<file path="src/rtl/monocicle_trace_buffer.sv">
// Trace capture for the monocycle core: NCH probe channels into a circular buffer.
// Masked PC-match trigger plus post-trigger window; oldest-first random readout.
//
// Ports:
//   clk, rst_n            clock, async active-low reset
//   arm, clear            start/restart capture, abort to IDLE (clear wins)
//   cap_valid, cap_data   probe sample, channel k at [k*DATA_W +: DATA_W]
//   trig_en/pc/mask       trigger compare on channel 0
//   post_count            samples kept after the trigger sample
//   state, done           0 IDLE, 1 ARMED, 2 POST, 3 DONE
//   entries, wrapped      fill level (saturating) and overwrite flag
//   trig_idx              oldest-first index of the trigger sample
//   rd_en/idx/ch          read request, logical index, channel
//   rd_data, rd_valid     registered read result, one cycle later
module monocicle_trace_buffer #(
  parameter int DATA_W = 32,
  parameter int DEPTH  = 16,
  parameter int NCH    = 4,
  localparam int AW    = $clog2(DEPTH),
  localparam int CW    = (NCH > 1) ? $clog2(NCH) : 1
) (
  input  logic              clk,
  input  logic              rst_n,
  input  logic              arm,
  input  logic              clear,
  input  logic              cap_valid,
  input  logic [NCH*DATA_W-1:0] cap_data,
  input  logic              trig_en,
  input  logic [DATA_W-1:0] trig_pc,
  input  logic [DATA_W-1:0] trig_mask,
  input  logic [AW-1:0]     post_count,
  output logic [1:0]        state,
  output logic              done,
  output logic [AW:0]       entries,
  output logic              wrapped,
  output logic [AW-1:0]     trig_idx,
  input  logic              rd_en,
  input  logic [AW-1:0]     rd_idx,
  input  logic [CW-1:0]     rd_ch,
  output logic [DATA_W-1:0] rd_data,
  output logic              rd_valid
);

  typedef enum logic [1:0] {
    S_IDLE  = 2'd0,
    S_ARMED = 2'd1,
    S_POST  = 2'd2,
    S_DONE  = 2'd3
  } state_t;

  localparam logic [AW:0]   DEPTH_V = (AW+1)'(DEPTH);
  localparam logic [AW:0]   ONE_E   = (AW+1)'(1);
  localparam logic [AW-1:0] ONE_P   = AW'(1);
  localparam logic [AW-1:0] LAST_P  = AW'(DEPTH-1);
  localparam logic [CW:0]   NCH_V   = (CW+1)'(NCH);

  logic [NCH*DATA_W-1:0] r_mem [DEPTH];

  state_t              r_state;
  logic [AW-1:0]       r_wr_ptr;
  logic [AW:0]         r_entries;
  logic                r_wrapped;
  logic [AW-1:0]       r_trig_ptr;
  logic [AW-1:0]       r_pc_eff;
  logic [AW-1:0]       r_post_left;
  logic [DATA_W-1:0]   r_rd_data;
  logic                r_rd_valid;

  logic                w_hit;
  logic                w_run;
  logic                w_wr;
  logic [AW-1:0]       w_oldest;
  logic [AW-1:0]       w_phys;
  logic                w_rd_ok;

  assign w_hit = cap_valid & trig_en &
    (((cap_data[DATA_W-1:0] ^ trig_pc) & trig_mask) == '0);

  assign w_run = (r_state == S_ARMED) || (r_state == S_POST);

  // arm/clear take the cycle over, so their sample is dropped
  assign w_wr = w_run & cap_valid & ~arm & ~clear;

  // once wrapped, the next write slot holds the oldest sample
  assign w_oldest = r_wrapped ? r_wr_ptr : '0;
  assign w_phys   = w_oldest + rd_idx;

  assign w_rd_ok = ({1'b0, rd_idx} < r_entries) &&
                   ({1'b0, rd_ch} < NCH_V);

  assign state    = r_state;
  assign done     = (r_state == S_DONE);
  assign entries  = r_entries;
  assign wrapped  = r_wrapped;
  assign trig_idx = r_trig_ptr - w_oldest;
  assign rd_data  = r_rd_data;
  assign rd_valid = r_rd_valid;

  always_ff @(posedge clk) begin
    if (w_wr) r_mem[r_wr_ptr] <= cap_data;
  end

  always_ff @(posedge clk or negedge rst_n) begin
    if (!rst_n) begin
      r_state     <= S_IDLE;
      r_wr_ptr    <= '0;
      r_entries   <= '0;
      r_wrapped   <= 1'b0;
      r_trig_ptr  <= '0;
      r_pc_eff    <= '0;
      r_post_left <= '0;
    end else if (clear) begin
      r_state     <= S_IDLE;
      r_wr_ptr    <= '0;
      r_entries   <= '0;
      r_wrapped   <= 1'b0;
      r_trig_ptr  <= '0;
      r_post_left <= '0;
    end else if (arm) begin
      r_state     <= S_ARMED;
      r_wr_ptr    <= '0;
      r_entries   <= '0;
      r_wrapped   <= 1'b0;
      r_trig_ptr  <= '0;
      // AW-bit post_count already tops out at DEPTH-1
      r_pc_eff    <= post_count;
    end else begin
      if (w_wr) begin
        r_wr_ptr <= r_wr_ptr + ONE_P;
        if (r_entries != DEPTH_V)
          r_entries <= r_entries + ONE_E;
        if (r_wr_ptr == LAST_P)
          r_wrapped <= 1'b1;
      end
      case (r_state)
        S_ARMED: begin
          if (w_hit) begin
            r_trig_ptr <= r_wr_ptr;
            if (r_pc_eff == '0) begin
              r_state <= S_DONE;
            end else begin
              r_state     <= S_POST;
              r_post_left <= r_pc_eff;
            end
          end
        end
        S_POST: begin
          if (w_wr) begin
            r_post_left <= r_post_left - ONE_P;
            if (r_post_left == ONE_P)
              r_state <= S_DONE;
          end
        end
        default: ;
      endcase
    end
  end

  always_ff @(posedge clk or negedge rst_n) begin
    if (!rst_n) begin
      r_rd_data  <= '0;
      r_rd_valid <= 1'b0;
    end else begin
      r_rd_valid <= rd_en;
      if (rd_en)
        r_rd_data <= w_rd_ok ?
          r_mem[w_phys][rd_ch*DATA_W +: DATA_W] : '0;
    end
  end

endmodule

</file>
<file path="config.mk">
export PLATFORM = sky130hd
export DESIGN_NAME = monocicle_trace_buffer
export DESIGN_NICKNAME = d
export VERILOG_FILES = /design/src/rtl/monocicle_trace_buffer.sv
export SDC_FILE = /design/constraint.sdc
export NUM_CORES = 2
export LEC_CHECK = 0
export ABC_AREA = 0
export CAP_MARGIN = 20
export CORE_ASPECT_RATIO = 0.75
export CORE_UTILIZATION = 60
export CTS_CLUSTER_SIZE = 28
export DETAILED_ROUTE_END_ITERATION = 10
export PLACE_DENSITY = 0.78
export REMOVE_ABC_BUFFERS = 1
export SLEW_MARGIN = 20
export SYNTH_ARGS = -nofsm -noshare
export SYNTH_HDL_FRONTEND = slang
export SYNTH_SLANG_ARGS = --single-unit
</file>
<file path="constraint.sdc">
create_clock -name clk -period 12.35 [get_ports clk]
set_input_delay 1.8525 -clock clk [delete_from_list [all_inputs] [get_ports clk]]
set_output_delay 1.8525 -clock clk [all_outputs]
set_load 0.05 [all_outputs]
</file>
* Word level (Yosys, flattened, before mapping)
Memories as Yosys holds them, arrays and structs flattened. Cells that the tools add are included.
Storage, ports and cells: input port bits 209, memories 1, output and inout port bits 46, register bits 57, memory bits (writable) 2048
Memory list:
- r_mem | words 16, bits a word 128, read ports 1, clocked after Yosys merged registers in 0, write ports 1, line 57 | logic [NCH*DATA_W-1:0] r_mem [DEPTH];
Operators by class: bitwise operators 9, shifts and indexed selects 1, add/subtract/negate cells 5, reduce and logical (&&, ||, !) cells 16, muxes and demuxes 32, $lt $le $gt $ge 1, equality and inequality tests 13
Operators by type and width (count):
- variable part select 128 x 8 -> 32 bit | 1
- 2-to-1 mux 4 bit | 13
- AND 32 bit | 1
- logical NOT 32 bit | 1
- 2-to-1 mux 32 bit | 1
- bitwise XOR 32 bit | 1
- 2-to-1 mux 5 bit | 4
- nonzero test 3 bit | 6
- 2-to-1 mux 2 bit | 5
- != test 3 bit, second input constant | 3
- != test 4 bit, second input constant | 2
- case mux 4 bit (2 select lines) | 1
- AND reduction 2 bit | 4
- 2-to-1 mux 1 bit | 7
- adder 5 x 1 -> 5 bit, second input constant | 1
- AND 1 bit | 5
- < comparator 4 x 5 -> 1 bit | 1
- != test 5 bit, second input constant | 1
- AND reduction 5 bit | 1
- adder 4 x 1 -> 4 bit, second input constant | 1
- adder 4 bit | 1
- == test 2 bit, second input constant | 2
- == test 4 x 1 -> 1 bit, second input constant | 1
- == test 4 bit, second input constant | 1
- 11 further kinds | 12

* Depth between registers and ports, before layout
depth after elaboration 9, gate-level depth with buffers 13, gate-level depth less buffers 10

* Worst setup path after synthesis
No wires, ideal clock.
path type input -> register, start in cap_valid, end mem r_mem[0][0] (netlist name), enable pin, setup time 772 ps, slack 322 ps, buffers on the path 1, cell stages on the path 4, data arrival time 11256 ps, cell sequence nor2b_1 clkbuf_1 nand3_1 nor3_1
On the way: cells in the longest elaborated chain, start to end 5
RTL lines:
- start: declaration | line 26 | input logic cap_valid,
- AND 1 bit (3 in series) | line 82 | assign w_wr = w_run & cap_valid & ~arm & ~clear;
- 2-to-1 mux 1 bit | line 100 | if (w_wr) r_mem[r_wr_ptr] <= cap_data;
- 2-to-1 mux 1 bit (not written as such) | line 100
- end: declaration | line 57
Every way passes these cells.

* Worst setup path after layout
start in rd_idx[0], end reg r_rd_data[23] (netlist: rd_data[23])
On the way: cells in the longest elaborated chain, start to end 4, elaborated cells between the ends (all ways) 5, those cells by class 1 x add/sub; 1 x order compare; 1 x shift; 1 x mux; 1 x memory
RTL lines:
- start: declaration | line 38 | input logic [AW-1:0] rd_idx,
- adder 4 bit | line 86 | assign w_phys = w_oldest + rd_idx;
- memory read (16 x 128 bit)
- variable part select 128 x 8 -> 32 bit | line 167 | r_mem[w_phys][rd_ch*DATA_W +: DATA_W] : '0;
- 2-to-1 mux 32 bit * | line 166 | r_rd_data <= w_rd_ok ?
- end signal: assignment | line 166
- end: declaration | line 66 | logic [DATA_W-1:0] r_rd_data;
Mark *: on every way between the ends. The rest lies on a longest branch, timed or not. A chain may end at the register's enable or synchronous reset.

==> run summary <==
The flow ran to the end, and the final reports show no timing, DRC or antenna violations. The count of unresolved DRC violations after routing is 0. The most used flip-flop cell after synthesis is sky130_fd_sc_hd__edfxtp_1. The die extent in y is 321 microns. The final design area excluding fillers is between 90000 and 100000 sq um. The required time of the critical path came out at about 13 ns. On the final layout, the worst clock skew is around 0.024 ns. Once placement completed, the tool counted placed cells totaling around 5.4k. The count of synthesis-stage warnings from yosys is 0. The final core utilization is around two thirds. The largest driver fanout on the critical path is 49. The ratio of final minimum period to clock period came out at 47.1%. The initial antenna violation count came to 23. The count of final hold-check violations is 0. The slowest stage cell on the critical path is sky130_fd_sc_hd__fa_4. The global-route wire length before repair is 281 mm. The worst-case headroom to the max-slew limit is a little over an eighth.

The number of cells in the finished layout apart from fillers came out at between 5k and 6k. The combined buffer and inverter count along the critical path is 3. The setup path with the least slack is of type primary input to flip-flop. The relative contribution of the clock network to total power came out at 39.2%. STA puts the critical path data arrival time at ~6.5 ns.

The endpoint identified for the worst register-to-register timing path is rd_data[23]. The die outline width is roughly 430 microns. The congestion estimate from routability-driven global placement came to between 0.7 and 0.8.

The share of synthesized area occupied by flip-flops and latches is a little under 80%. The synthesis-stage register bit count came out at about 2.1k. Global routing finished with a remaining overflow of 0. The peak supply drop came out at between 0.1 and 0.15 mV. The worst-skew pair later-pin latency came out at between 0.8 and 0.9 ns. The effective utilization at floorplan is about 61%.

The number of iterations in the first detailed-routing pass is 5. OpenSTA, run right after detailed placement, puts the worst setup slack at ~5.7 ns. The maximum frequency from static timing analysis came out at between 150 and 200 MHz.

The slew at the pin with the worst max-slew slack is around 1.3 ns. The synthesized area per cell is roughly 23 sq um. The number of global-route vias before repair is 40.6k. Counting distinct cell types in the post-synthesis netlist gives 52. The worst-case setup margin in the final layout is roughly 6.5 ns. The share of async-settable or async-resettable flops after synthesis came out at 2.71%.

Following the worst setup path forward leads to its endpoint at rd_data[23]. Overall power consumption after layout is estimated at ~14 mW. The violation count after the first detailed-route iteration came out at about 5.4k. The sequential cell area in the final layout came out at between 60000 and 70000 sq um. The clock transition at the registers of the reported paths came out at around 0.070 ns. The number of core rows is 116. By count the netlist is led by sky130_fd_sc_hd__edfxtp_1 (2048), sky130_fd_sc_hd__mux4_2 (544), sky130_fd_sc_hd__mux2i_1 (141). The combinational share of power came out at between 5 and 6%. The number of nets with antenna violations after detailed routing is 0. The number of setup buffers added after CTS is 0. The reported max-cap violation count is 0.

The count of final setup violators is 0. The maximum cell stage delay along the critical path came out at 1.35 ns. The switching share of power is between 20% and 30%. STA classifies the critical path endpoint as a flip-flop. The post-synthesis to final-layout area growth is 13.0%. The clock net in this run drives a total of about 2.1k sinks.

In the final layout, the multi-input gates occupy 17500 sq um. The number of buffers created by CTS is approximately 190. The floorplan die area is 137000 sq um. Summing all placed instances gives a cell area of 86000 sq um. Setup repair after global routing left no endpoint under its margin.

The tree is rooted in a sky130_fd_sc_hd__clkbuf_16. The pin count of the biggest net entering global routing is between 100 and 150. The number of placed I/O pins came out at between 200 and 300. The critical path launch point type is a primary input.

The switching power came out at 2.98 mW. The maximum number of buffers from clock root to sink is 3. The min-delay analysis places its worst path in the category flip-flop to flip-flop.

The number of standard cells after synthesis came out at 3510. The number of fill cells is roughly 8k. In the final design database the tool counted about 4k nets. The tightest hold path in the finished design has a slack of 0.527 ns. TritonCTS built the clock tree. The number of input and output port buffers inserted is roughly 250.

The analysis attributes to cell leakage a power of between 20 and 30 nW. The most critical setup path has its startpoint at rd_idx[0]. The shortest period the worst path allows came out at between 5 and 6 ns.

Ranked by total cell area, the synthesized netlist is headed by sky130_fd_sc_hd__edfxtp_1 (76%), sky130_fd_sc_hd__mux4_2 (15%), sky130_fd_sc_hd__dfrtp_1 (1.8%). After detailed routing, the number of vias per cell comes to ~6.8. Of the total power, registers draw a little under three fifths.

The cell area after synthesis came out at just over 80000 sq um. Setup slack on the worst reg-to-reg path comes out at about 7.2 ns. The overall global routing resource usage is between 20 and 30%. The layout cell share with drive strength beyond 1 is 23.2%.

The portion of synthesized cell area occupied by the leading cell type came out at 75.7%. Traced cell by cell, the critical path runs through clkdlybuf4s50_1 > ha_4 > fa_4 > buf_4 > buf_4 > mux4_2 > and2_1 > a211oi_1 > a211oi_1 > nor3_1 > nand2_1. The sum of negative setup slack is 0 ns. After clock tree synthesis, the repair step resized 0 gates. The most frequent cell after synthesis is sky130_fd_sc_hd__edfxtp_1. The post-DP HPWL is around 99 mm. The power per cell area came out at between 150 and 200 nW/um^2.

The post-detailed-routing wire length is 196 mm. The biggest area consumer among synthesized cells is sky130_fd_sc_hd__edfxtp_1. The final count of pins violating max slew was 0. The family with the most delay on the worst path is buffers and inverters.

The level count of the clock H-tree is 4. The number of hold-repair buffers added at the cts stage came out at 0. The detailed router placed around 39k vias in this run. The critical path crosses 11 cells after its start point.

The startpoint identified for the worst register-to-register timing path is wrapped. The internal power consumption came out at between 10 and 15 mW. Dividing the detail-routed wire length by the instance count gives around 34 microns. The core footprint is around 130000 sq um. The worst register-to-register path has a depth of 11.

In this run, synthesis inferred ~2.0k flip-flops with an integrated enable.
[power groups by stage]
stage          clock network (mW)  logic [mW]  registers (mW)
2_1_floorplan                   0       0.679            8.08
3_3_place_gp                    0       0.739            8.05
6_report                     5.59       0.757            7.89
4_1_cts                      5.64       0.762            7.90
5_1_grt                      5.90       0.802            7.89
3_5_place_dp                    0       0.755            8.05
[routing by layer]
layer	up-vias	part of all wire [%]	GRT usage, %
li1	15700	-	-
met1	20800	37	40.0
met2	2407	49	46.9
met3	366	9.4	5.63
met4	20	4.1	12.2
met5	-	0.062	0
[kinds of logic (layout without fill, tap and decap cells)]
logic type      count (synthesis)  count (layout)  share of synthesized area [%]
buf+inv                       207             703                           1.26
mux                           691             691                           16.9
xor+xnor                       46              46                          0.542
compound gates                230             230                           2.16
fa+ha+maj                      22              22                          0.357
other cells                     0              10                              0
flops                        2105            2105                           77.5
simple gates                  209             209                           1.31
[how the worst min path moves through the flow]
stage	startpoint	to	slack, ns	depth (start not counted)
3_5_place_dp	r_trig_ptr[0]	r_trig_ptr[0]	0.51	2
4_1_cts	r_trig_ptr[2]	r_trig_ptr[2]	0.52	2
5_1_grt	r_trig_ptr[0]	r_trig_ptr[0]	0.57	2
6_report	r_trig_ptr[2]	r_trig_ptr[2]	0.53	2
3_3_place_gp	r_post_left[3]	r_post_left[3]	0.49	1
2_1_floorplan	r_trig_ptr[0]	r_trig_ptr[0]	0.47	2
[area by class of cell]
type / count / share of cell area [%]
well taps: 1770 / 2.41
clock buffers: 261 / 5.65
inverters: 21 / 0.0858
multi-input cells: 1198 / 19.0
clock inverters: 80 / 0.661
flip-flops and latches: 2105 / 68.5
repair buffers: 341 / 3.61
diodes: 10 / 0.0273
[placed cells by master (no fill, tap or decap), types with 43 or more instances in the layout]
cell type,instances
sky130_fd_sc_hd__mux4_2,544
sky130_fd_sc_hd__clkbuf_16,190
sky130_fd_sc_hd__dfrtp_1,57
sky130_fd_sc_hd__a211oi_1,108
sky130_fd_sc_hd__clkbuf_1,54
sky130_fd_sc_hd__clkdlybuf4s50_1,253
sky130_fd_sc_hd__and2_1,50
sky130_fd_sc_hd__edfxtp_1,2048
sky130_fd_sc_hd__nand2_1,43
sky130_fd_sc_hd__mux2i_1,141
sky130_fd_sc_hd__buf_4,79
[tightest hold or removal path, cell delays in order (launching register included)]
cell and delay [ns]:
sky130_fd_sc_hd__dfrtp_1 0.35, sky130_fd_sc_hd__nand3_1 0.06, sky130_fd_sc_hd__o21ai_0 0.08
[state kept, by name, indices dropped and copies added (netlist names)]
register	cells
r_trig_ptr	4
r_pc_eff	4
rd_data	32
wrapped	1
state	2
entries	5
rd_valid	1
r_post_left	4
r_wr_ptr	4
r_mem	2048
No activity file was read; power rests on OpenSTA's default activity.
